===== src/rtl/axi_tap_pkg.sv =====
// -----------------------------------------------------------------------------
// axi_tap_pkg
// Shared types and constants for the AXI R-channel tap:
//   tap_state_e : burst tracking states (IDLE, CAPTURE, SKIP)
//   LEN_W       : width of the exported burst length
//   LEN_SAT     : saturation value of the burst length
//   fifo_aw()   : address width of a tap FIFO of a given depth
// -----------------------------------------------------------------------------
package axi_tap_pkg;

   typedef enum logic [1:0] {
      IDLE    = 2'd0,
      CAPTURE = 2'd1,
      SKIP    = 2'd2
   } tap_state_e;

   localparam int LEN_W   = 6;
   localparam int LEN_SAT = 63;

   // Address width for a power-of-two FIFO; a depth of 1 still needs one bit.
   function automatic int fifo_aw(input int depth);
      return (depth > 1) ? $clog2(depth) : 1;
   endfunction

endpackage


===== src/rtl/axi_r_tap_fifo.sv =====
// -----------------------------------------------------------------------------
// axi_r_tap_fifo
// Synchronous first-word-fall-through FIFO holding tapped R beats.
// Ports:
//   clk, reset      : clock, synchronous active-high reset (empties the FIFO)
//   wr_en, wr_data  : write request and entry; ignored while full
//   rd_en, rd_data  : pop request; rd_data always shows the head entry
//   full, empty     : occupancy flags, both derived from registered pointers
//   almost_full     : exactly one entry free
// Pointers carry an extra wrap bit so full and empty are distinguishable.
// -----------------------------------------------------------------------------
module axi_r_tap_fifo
   import axi_tap_pkg::*;
#(
   parameter int WIDTH = 8,
   parameter int DEPTH = 16
)(
   input  logic             clk,
   input  logic             reset,
   input  logic             wr_en,
   input  logic [WIDTH-1:0] wr_data,
   input  logic             rd_en,
   output logic [WIDTH-1:0] rd_data,
   output logic             full,
   output logic             empty,
   output logic             almost_full
);

   localparam int AW = fifo_aw(DEPTH);
   localparam logic [AW:0] C_FULL  = (AW+1)'(DEPTH);
   localparam logic [AW:0] C_AFULL = (AW+1)'(DEPTH - 1);
   localparam logic [AW:0] C_ONE   = (AW+1)'(1);

   logic [WIDTH-1:0] r_mem [DEPTH];
   logic [AW:0]      r_wr_ptr;
   logic [AW:0]      r_rd_ptr;
   logic [AW:0]      w_count;
   logic             w_do_wr;
   logic             w_do_rd;

   assign w_count     = r_wr_ptr - r_rd_ptr;
   assign full        = (w_count == C_FULL);
   assign empty       = (r_wr_ptr == r_rd_ptr);
   assign almost_full = (w_count == C_AFULL);

   // Full is judged before any same-cycle pop, so a pop never frees room early.
   assign w_do_wr = wr_en & ~full;
   assign w_do_rd = rd_en & ~empty;
   assign rd_data = r_mem[r_rd_ptr[AW-1:0]];

   // Storage array; validity is tracked by the pointers, so no reset is needed.
   always_ff @(posedge clk) begin
      if (w_do_wr) begin
         r_mem[r_wr_ptr[AW-1:0]] <= wr_data;
      end
   end

   // Read and write pointer update.
   always_ff @(posedge clk) begin
      if (reset) begin
         r_wr_ptr <= '0;
         r_rd_ptr <= '0;
      end else begin
         if (w_do_wr) begin
            r_wr_ptr <= r_wr_ptr + C_ONE;
         end
         if (w_do_rd) begin
            r_rd_ptr <= r_rd_ptr + C_ONE;
         end
      end
   end

endmodule


===== src/rtl/axi_r_tap_stream.sv =====
// -----------------------------------------------------------------------------
// axi_r_tap_stream
// AXI read-data tap: forwards every R beat from AXIM_r* to AXIS_r* with zero
// latency and copies the beats of selected bursts into a FIFO that drains as a
// framed side stream.
// Ports:
//   clk, reset                     : clock, synchronous active-high reset
//   AXIM_r* (in) / AXIM_rready     : upstream R channel
//   AXIS_r* (out) / AXIS_rready    : downstream R channel
//   tap_enable                     : capture request, looked at on first beats
//   valid/ready/data/last          : side stream of tapped beats
//   in_progress                    : tapped burst being captured or still queued
//   submodule_transaction_length   : beats of last completed tapped burst (sat.)
//   tap_truncated                  : one-cycle pulse when a tapped burst is cut
// DROP_ON_FULL=0 stalls the R channel when the FIFO is full; DROP_ON_FULL=1
// never stalls and instead closes the tapped burst early.
// -----------------------------------------------------------------------------
module axi_r_tap_stream
   import axi_tap_pkg::*;
#(
   parameter int DATA_WIDTH   = 128,
   parameter int ID_WIDTH     = 32,
   parameter int USER_WIDTH   = 64,
   parameter int FIFO_DEPTH   = 16,
   parameter int DROP_ON_FULL = 0
)(
   input  logic                  clk,
   input  logic                  reset,
   input  logic [ID_WIDTH-1:0]   AXIM_rid,
   input  logic [DATA_WIDTH-1:0] AXIM_rdata,
   input  logic [1:0]            AXIM_rresp,
   input  logic                  AXIM_rlast,
   input  logic [USER_WIDTH-1:0] AXIM_ruser,
   input  logic                  AXIM_rvalid,
   output logic                  AXIM_rready,
   output logic [ID_WIDTH-1:0]   AXIS_rid,
   output logic [DATA_WIDTH-1:0] AXIS_rdata,
   output logic [1:0]            AXIS_rresp,
   output logic                  AXIS_rlast,
   output logic [USER_WIDTH-1:0] AXIS_ruser,
   output logic                  AXIS_rvalid,
   input  logic                  AXIS_rready,
   input  logic                  tap_enable,
   output logic                  valid,
   input  logic                  ready,
   output logic [DATA_WIDTH-1:0] data,
   output logic                  last,
   output logic                  in_progress,
   output logic [LEN_W-1:0]      submodule_transaction_length,
   output logic                  tap_truncated
);

   localparam bit               C_DROP    = (DROP_ON_FULL != 0);
   localparam logic [LEN_W-1:0] C_LEN_ONE = LEN_W'(1);
   localparam logic [LEN_W-1:0] C_LEN_SAT = LEN_W'(LEN_SAT);

   tap_state_e          r_state;
   logic                r_first;
   logic                r_trunc;
   logic [LEN_W-1:0]    r_cnt;
   logic [LEN_W-1:0]    r_len;

   logic                w_fire;
   logic                w_first_tap;
   logic                w_want_tap;
   logic                w_stall;
   logic                w_wr_en;
   logic                w_trunc;
   logic                w_wr_last;
   logic                w_full;
   logic                w_empty;
   logic                w_afull;
   logic                w_pop;
   logic [LEN_W-1:0]    w_cnt_next;
   logic [DATA_WIDTH:0] w_rd_data;

   // Forward path: payload is passed straight through, reset does not gate it.
   assign AXIS_rid    = AXIM_rid;
   assign AXIS_rdata  = AXIM_rdata;
   assign AXIS_rresp  = AXIM_rresp;
   assign AXIS_rlast  = AXIM_rlast;
   assign AXIS_ruser  = AXIM_ruser;
   assign AXIS_rvalid = AXIM_rvalid & ~w_stall;
   assign AXIM_rready = AXIS_rready & ~w_stall;

   assign w_fire      = AXIM_rvalid & AXIM_rready;
   assign w_first_tap = (r_state == IDLE) & r_first & tap_enable;
   assign w_want_tap  = (r_state == CAPTURE) | w_first_tap;

   // Lossless mode holds the R channel while a wanted beat has nowhere to go.
   assign w_stall   = C_DROP ? 1'b0 : (w_want_tap & w_full);
   assign w_wr_en   = w_fire & w_want_tap & ~w_full;
   // Drop mode: the last free slot closes the burst so the frame stays well formed.
   assign w_trunc   = C_DROP & w_wr_en & w_afull & ~AXIM_rlast;
   assign w_wr_last = AXIM_rlast | w_trunc;

   // A write from IDLE is always the first beat of a burst and restarts the count.
   assign w_cnt_next = (r_state == IDLE) ? C_LEN_ONE :
                       ((r_cnt == C_LEN_SAT) ? r_cnt : (r_cnt + C_LEN_ONE));

   assign w_pop = ~w_empty & ready;

   axi_r_tap_fifo #(
      .WIDTH (DATA_WIDTH + 1),
      .DEPTH (FIFO_DEPTH)
   ) u_fifo (
      .clk         (clk),
      .reset       (reset),
      .wr_en       (w_wr_en),
      .wr_data     ({AXIM_rdata, w_wr_last}),
      .rd_en       (w_pop),
      .rd_data     (w_rd_data),
      .full        (w_full),
      .empty       (w_empty),
      .almost_full (w_afull)
   );

   // Burst tracking: state, first-beat flag, beat count, length and trunc pulse.
   always_ff @(posedge clk) begin
      if (reset) begin
         r_state <= IDLE;
         r_first <= 1'b1;
         r_cnt   <= '0;
         r_len   <= '0;
         r_trunc <= 1'b0;
      end else begin
         r_trunc <= w_trunc;
         if (w_fire) begin
            r_first <= AXIM_rlast;
         end
         if (w_wr_en) begin
            r_cnt <= w_cnt_next;
            if (w_wr_last) begin
               r_len <= w_cnt_next;
            end
         end
         case (r_state)
            IDLE: begin
               if (w_fire && r_first && !AXIM_rlast) begin
                  r_state <= (w_wr_en && !w_trunc) ? CAPTURE : SKIP;
               end
            end
            CAPTURE: begin
               if (w_fire) begin
                  if (AXIM_rlast) begin
                     r_state <= IDLE;
                  end else if (w_trunc) begin
                     r_state <= SKIP;
                  end
               end
            end
            SKIP: begin
               if (w_fire && AXIM_rlast) begin
                  r_state <= IDLE;
               end
            end
            default: begin
               r_state <= IDLE;
            end
         endcase
      end
   end

   // Side stream shows the FIFO head; data and last read as zero when empty.
   assign valid       = ~w_empty;
   assign data        = w_empty ? '0 : w_rd_data[DATA_WIDTH:1];
   assign last        = ~w_empty & w_rd_data[0];
   assign in_progress = (r_state == CAPTURE) | ~w_empty;
   assign submodule_transaction_length = r_len;
   assign tap_truncated                = r_trunc;

endmodule


===== config.mk =====
export PLATFORM = sky130hd
export DESIGN_NAME = axi_r_tap_stream
export DESIGN_NICKNAME = d
export VERILOG_FILES = /design/src/rtl/axi_tap_pkg.sv /design/src/rtl/axi_r_tap_fifo.sv /design/src/rtl/axi_r_tap_stream.sv
export SDC_FILE = /design/constraint.sdc
export NUM_CORES = 2
export LEC_CHECK = 0
export CAP_MARGIN = 20
export CORE_AREA = 2 2 574 576
export DETAILED_ROUTE_END_ITERATION = 12
export DIE_AREA = 0 0 576 578
export PLACE_DENSITY = 0.43
export SYNTH_ARGS = -nofsm -noshare
export SYNTH_HDL_FRONTEND = slang
export SYNTH_SLANG_ARGS = --single-unit

===== constraint.sdc =====
create_clock -name clk -period 14 [get_ports clk]
set_clock_uncertainty 0.15 [all_clocks]
set_input_delay 3.5 -clock clk [delete_from_list [all_inputs] [get_ports clk]]
set_output_delay 3.5 -clock clk [all_outputs]
set_load 0.1 [all_outputs]

---- Yosys cells after proc, flatten, opt, wreduce, memory -nomap -nowiden ----
Memories as Yosys holds them, arrays and structs flattened. A register that Yosys moved wholly into a read port is not among the register bits.
Cells that the tools add are included.
storage, ports and cells
  RAM bits ................................ 2064
  memories kept ........................... 1
  input port bits ......................... 233
  register bits after elaboration ......... 25
memory list
  memory        depth  width  read ports  clocked after memory_dff  wr ports  RTL line              text
  u_fifo.r_mem  16     129    1           1                         1         axi_r_tap_fifo.sv:34  logic [WIDTH-1:0] r_mem [DEPTH];
operators by class
  reductions and logical operators ........ 7
  equality and inequality tests ........... 9
  add/sub/neg operators ................... 4
  bitwise operators ....................... 17
  multiplexer cells ....................... 13
operator list
  operator                                                                 count
  128-bit two-way mux                                                      1
  1-bit AND                                                                12
  6-bit two-way mux                                                        2
  5-bit by 1-bit adder with 5-bit output, second input constant            2
  2-bit two-way mux                                                        5
  4-bit two-way mux                                                        2
  6-bit by 1-bit adder with 6-bit output, second input constant            1
  6-bit == test, second input constant                                     1
  2-bit inequality test, second input constant                             3
  2-bit case mux with 3 select lines                                       1
  5-bit == test                                                            1
  5-bit == test, second input constant                                     1
  5-bit subtractor                                                         1
  4-bit AND reduction                                                      1
  1-bit logical AND                                                        3
  1-bit inverter                                                           3
  2-bit by 1-bit == test with 1-bit output, second input constant          1
  2-bit == test, second input constant                                     1
  2-bit logical NOT                                                        1
  1-bit two-way mux                                                        2
  2-bit by 1-bit inequality test with 1-bit output, second input constant  1
  1-bit bitwise OR                                                         2
  2-bit AND reduction                                                      1
  1-bit logical NOT                                                        1

---- Logic depth before layout (Yosys ltp) ----
  depth after elaboration ................. 13
  mapped depth ............................ 10

---- Modules after synthesis ----
Synthesis repeated with hierarchy kept, for this count alone.
second synthesis, totals
  cells, all modules ...................... 3653
  area total of the unflattened synthesis .. 82008.7 um2
modules (own cells, without submodules)
  module            cells an instance  sequential area each (um2)  area each (um2)  instances
  axi_r_tap_fifo    3182               62259.7                     78584.1          1
  axi_r_tap_stream  471                300.3                       3424.5           1

---- Worst setup path after synthesis ----
No wires, ideal clock.
  path kind ............................... input port to output port
  from .................................... input port tap_enable
  to ...................................... output port AXIM_rready
  slack ................................... 5.691 ns
  stages .................................. 4
  required time ........................... 10.350 ns
  data arrival time ....................... 4.659 ns
  cell sequence ........................... a21oi_1 -> nor2_1 -> nand4_1 -> and2_1
on the way
  longest elaborated chain between the ends .. 5
ends and longest elaborated chain
  what              RTL line                text
  from (decl)       axi_r_tap_stream.sv:43  input logic tap_enable,
  1-bit AND         axi_r_tap_stream.sv:87  assign w_first_tap = (r_state == IDLE) & r_first & tap_enable;
  1-bit bitwise OR  axi_r_tap_stream.sv:88  assign w_want_tap = (r_state == CAPTURE) | w_first_tap;
  1-bit AND         axi_r_tap_stream.sv:91  assign w_stall = C_DROP ? 1'b0 : (w_want_tap & w_full);
  1-bit inverter    axi_r_tap_stream.sv:84  assign AXIM_rready = AXIS_rready & ~w_stall;
  1-bit AND         axi_r_tap_stream.sv:84
  to (decl)         axi_r_tap_stream.sv:35  output logic AXIM_rready,
No other way between the ends.

---- Worst setup path in the final report ----
  from .................................... input port tap_enable
  to ...................................... output port AXIS_rvalid
on the way
  longest elaborated chain between the ends .. 5
ends and longest elaborated chain
  what              RTL line                text
  1-bit AND         axi_r_tap_stream.sv:87
  1-bit bitwise OR  axi_r_tap_stream.sv:88
  1-bit AND         axi_r_tap_stream.sv:91
  1-bit inverter    axi_r_tap_stream.sv:83  assign AXIS_rvalid = AXIM_rvalid & ~w_stall;
  1-bit AND         axi_r_tap_stream.sv:83
  to (decl)         axi_r_tap_stream.sv:41  output logic AXIS_rvalid,
No other way between the ends.

==> key figures <==
Clock tree
  • Hold buffers post-CTS: 0
  • CTS Sinks: 2,093
  • CTS Buffer Depth: 4
  • Root Buffer Master: clkbuf_16
  • CTS H-tree lvls: 4
  • Clock transition at the registers of the reported paths: 60 ps
  • CTS Buf Count: 235
  • CTS tree: yes
  • Post-CTS Setup Inserts: 0
  • Worst-Skew Late Latency: 860 ps
  • CTS resizes: 0

Power
  • Power Dens Cells: 153 nW/µm²
  • Psw: 3.79 mW
  • Register share of total power: 46.7%
  • Total power: 14.8 mW
  • Max VDD drop: 0.000109 V
  • Internal power: 11.0 mW
  • Sw Share: 25.6%
  • Logic pwr share: 12.6%
  • Leak Pwr: 28.5 nW
  • Clock share of power: 40.6%

Floorplanning
  • DIE WIDTH: 576 µm
  • Row cnt: 210
  • Starting density of the core: 25.0%
  • Die area: 333,000 µm²
  • Die span in y: 578 µm
  • Num ports: 600
  • Core ar.: 326,000 µm²

Worst setup path
  • Crit path DAT: 5780 ps
  • Slowest cell on crit path: clkdlybuf4s50_1
  • Top Family by Delay on Critical Path: buffers and inverters
  • Setup Crit Path Kind: in2out
  • CP Max Fanout: 7
  • CP bufs+invs: 2
  • Worst path cell trace: clkdlybuf4s50_1 -> a21oi_1 -> nor2_1 -> nand4_1 -> and2_1 -> clkdlybuf4s50_1
  • CP Launch Type: primary input
  • Most used cell, CP: clkdlybuf4s50_1
  • Crit path required time: 10,350 ps
  • Worst Setup End Kind: primary output
  • Slowest stage delay, CP: 960 ps

STA
  • Final Hold Viols: 0
  • Fin. max-slew vios: 0
  • RSZ-0062 raised after global routing: false
  • Fin crit share: 67.4%
  • Slew HR: 20.1%
  • Worst slew pin tran: 1200 ps
  • Setup violators final: 0
  • Fmax: 0.106 GHz
  • Final min period: 9430 ps
  • Final TNS setup: 0 ps

Job
  • Max-cap viol count: 0

Synth
  • Syn Nets: 3,666
  • Ys flop type: edfxtp_1
  • Post-synth EDFFs: 2,064
  • Post-Syn Instances: 3,423
  • Leading post-synthesis cells by cell area: edfxtp_1, mux4_2, buf_4
  • Post-synth top cells: edfxtp_1, mux4_2, buf_4
  • Post-synth ARST share: 0%
  • FF+latch count, synth: 2,093
  • Avg Cell Area, Syn: 23.8 µm²
  • Cell taking the most area after synthesis: edfxtp_1
  • Synthesis Warnings: 0
  • Unique masters post-synth: 45
  • Most common cell in the synthesized netlist: edfxtp_1
  • Synth top area share: 76.1%
  • Post-synthesis sequential area ratio: 76.8%
  • Mapped Area: 81,500 µm²

Detailed routing
  • Pre-Repair DR Iteration Count: 5
  • Avg WL per Cell: 26.7 µm
  • DR vias: 36,200
  • Routed Antenna Nets: 0
  • Final WL: 222,000 µm
  • Initial DRC count: 2,932
  • DRC violations left: 0
  • Routed vias/inst: 4.36

Finish
  • Final Non-Filler Cells: 8,298
  • Area grow syn2layout: 18.9%
  • Nets: 3,994
  • Share of layout cells above drive strength 1: 27.3%

Outcome
  • Status: finished, final reports clean

Place
  • Port Buffer Count: 402
  • Post-DP HPWL: 114,000 µm
  • Cells after DPL: 7,857
  • GPL Wtd Cong: 0.680

GRT
  • Vias in the first global route: 39,200
  • Largest net degree at the start of global routing: 118
  • Initial antenna violation count: 8
  • Total congestion overflow: 0
  • First-pass GRT wire length: 310,000 µm
  • GRT Resource Usage Total: 13.1%

Worst hold path
  • Type of the worst min-delay path: reg2reg
[registers in the layout, indices dropped and copies added, names as in the netlist, named ones only]
| name | count |
|---|---|
| u_fifo.r_rd_ptr | 5 |
| r_first | 1 |
| r_state | 2 |
| submodule_transaction_length | 6 |
| u_fifo.r_mem | 2064 |
| u_fifo.r_wr_ptr | 5 |
| r_cnt | 6 |
[layout make-up]
type | instances | area (µm²)
clock buffers | 286 | 6090
clock inverters | 143 | 1410
diodes | 9 | 22.5
multi-input cells | 927 | 16400
repair buffers | 483 | 4850
well taps | 4346 | 5440
fillers | 31700 | 230000
flip-flops and latches | 2093 | 62600
inverters | 11 | 41.3
[metrics by stage]
stage	hold WS, ps	instance area [µm²]	setup WS [ps]	util (%)
global placement	327	89200	4430	27.3
floorplan	318	81500	5690	-
global route	355	96800	4250	29.7
finish	339	96800	4570	29.7
detailed placement	332	89300	4530	27.4
CTS	344	96800	4360	29.7
[per-layer routing]
metal	track usage [%]	routed length, µm
met1	16.6	93000
met2	23.2	114000
met3	1.98	8990
met4	3.75	5810
met5	0	13
[path summary, 6_finish.rpt]
| path | start | to | slack, ps | cells after the start |
|---|---|---|---|---|
| setup / recovery | tap_enable | AXIS_rvalid | 4570 | 6 |
| hold / removal | submodule_transaction_length[5] | submodule_transaction_length[5] | 340 | 2 |
| setup reg to reg | u_fifo.r_wr_ptr[2] | u_fifo.r_mem[14][24] | 9600 | 8 |
| hold reg to reg | submodule_transaction_length[5] | submodule_transaction_length[5] | 340 | 2 |
[power groups by stage]
stage	clock, mW	sequential [mW]	combinational, mW
6_report	6.03	6.93	1.87
5_1_grt	6.46	6.93	1.98
4_1_cts	6.23	6.93	1.93
3_5_place_dp	0	7.06	1.93
3_3_place_gp	0	7.06	1.91
2_1_floorplan	0	7.05	1.52
[cell usage in the layout, fill, tap and decap left out, drive strengths merged, types with 15 or more instances in the layout]
cell	Yosys	routed
a21oi	15	15
and2	137	137
buf	305	84
bufinv	0	22
clkbuf	87	286
clkdlybuf4s50	0	399
clkinv	0	101
dfxtp	29	29
edfxtp	2064	2064
inv	11	20
mux4	645	645
nor2	23	23
[cell families after synthesis]
family / Yosys count / synth area share (%)
AND/OR/NAND/NOR: 214 / 1.54
AO/OA/AOI/OAI: 38 / 0.287
flip-flops: 2093 / 76.8
buffers and inverters: 403 / 3.16
multiplexers: 653 / 17.9
XOR/XNOR: 11 / 0.118
other: 1 / 0.00460
adder cells (fa/ha/maj): 10 / 0.154
[worst min-delay path, delay by kind of cell, from the launching register on]
kind / cells / cell delay, ps
DFF: 1 / 310
AOI/OAI and AO/OA: 2 / 130
Power figures use the tool's default switching activity.
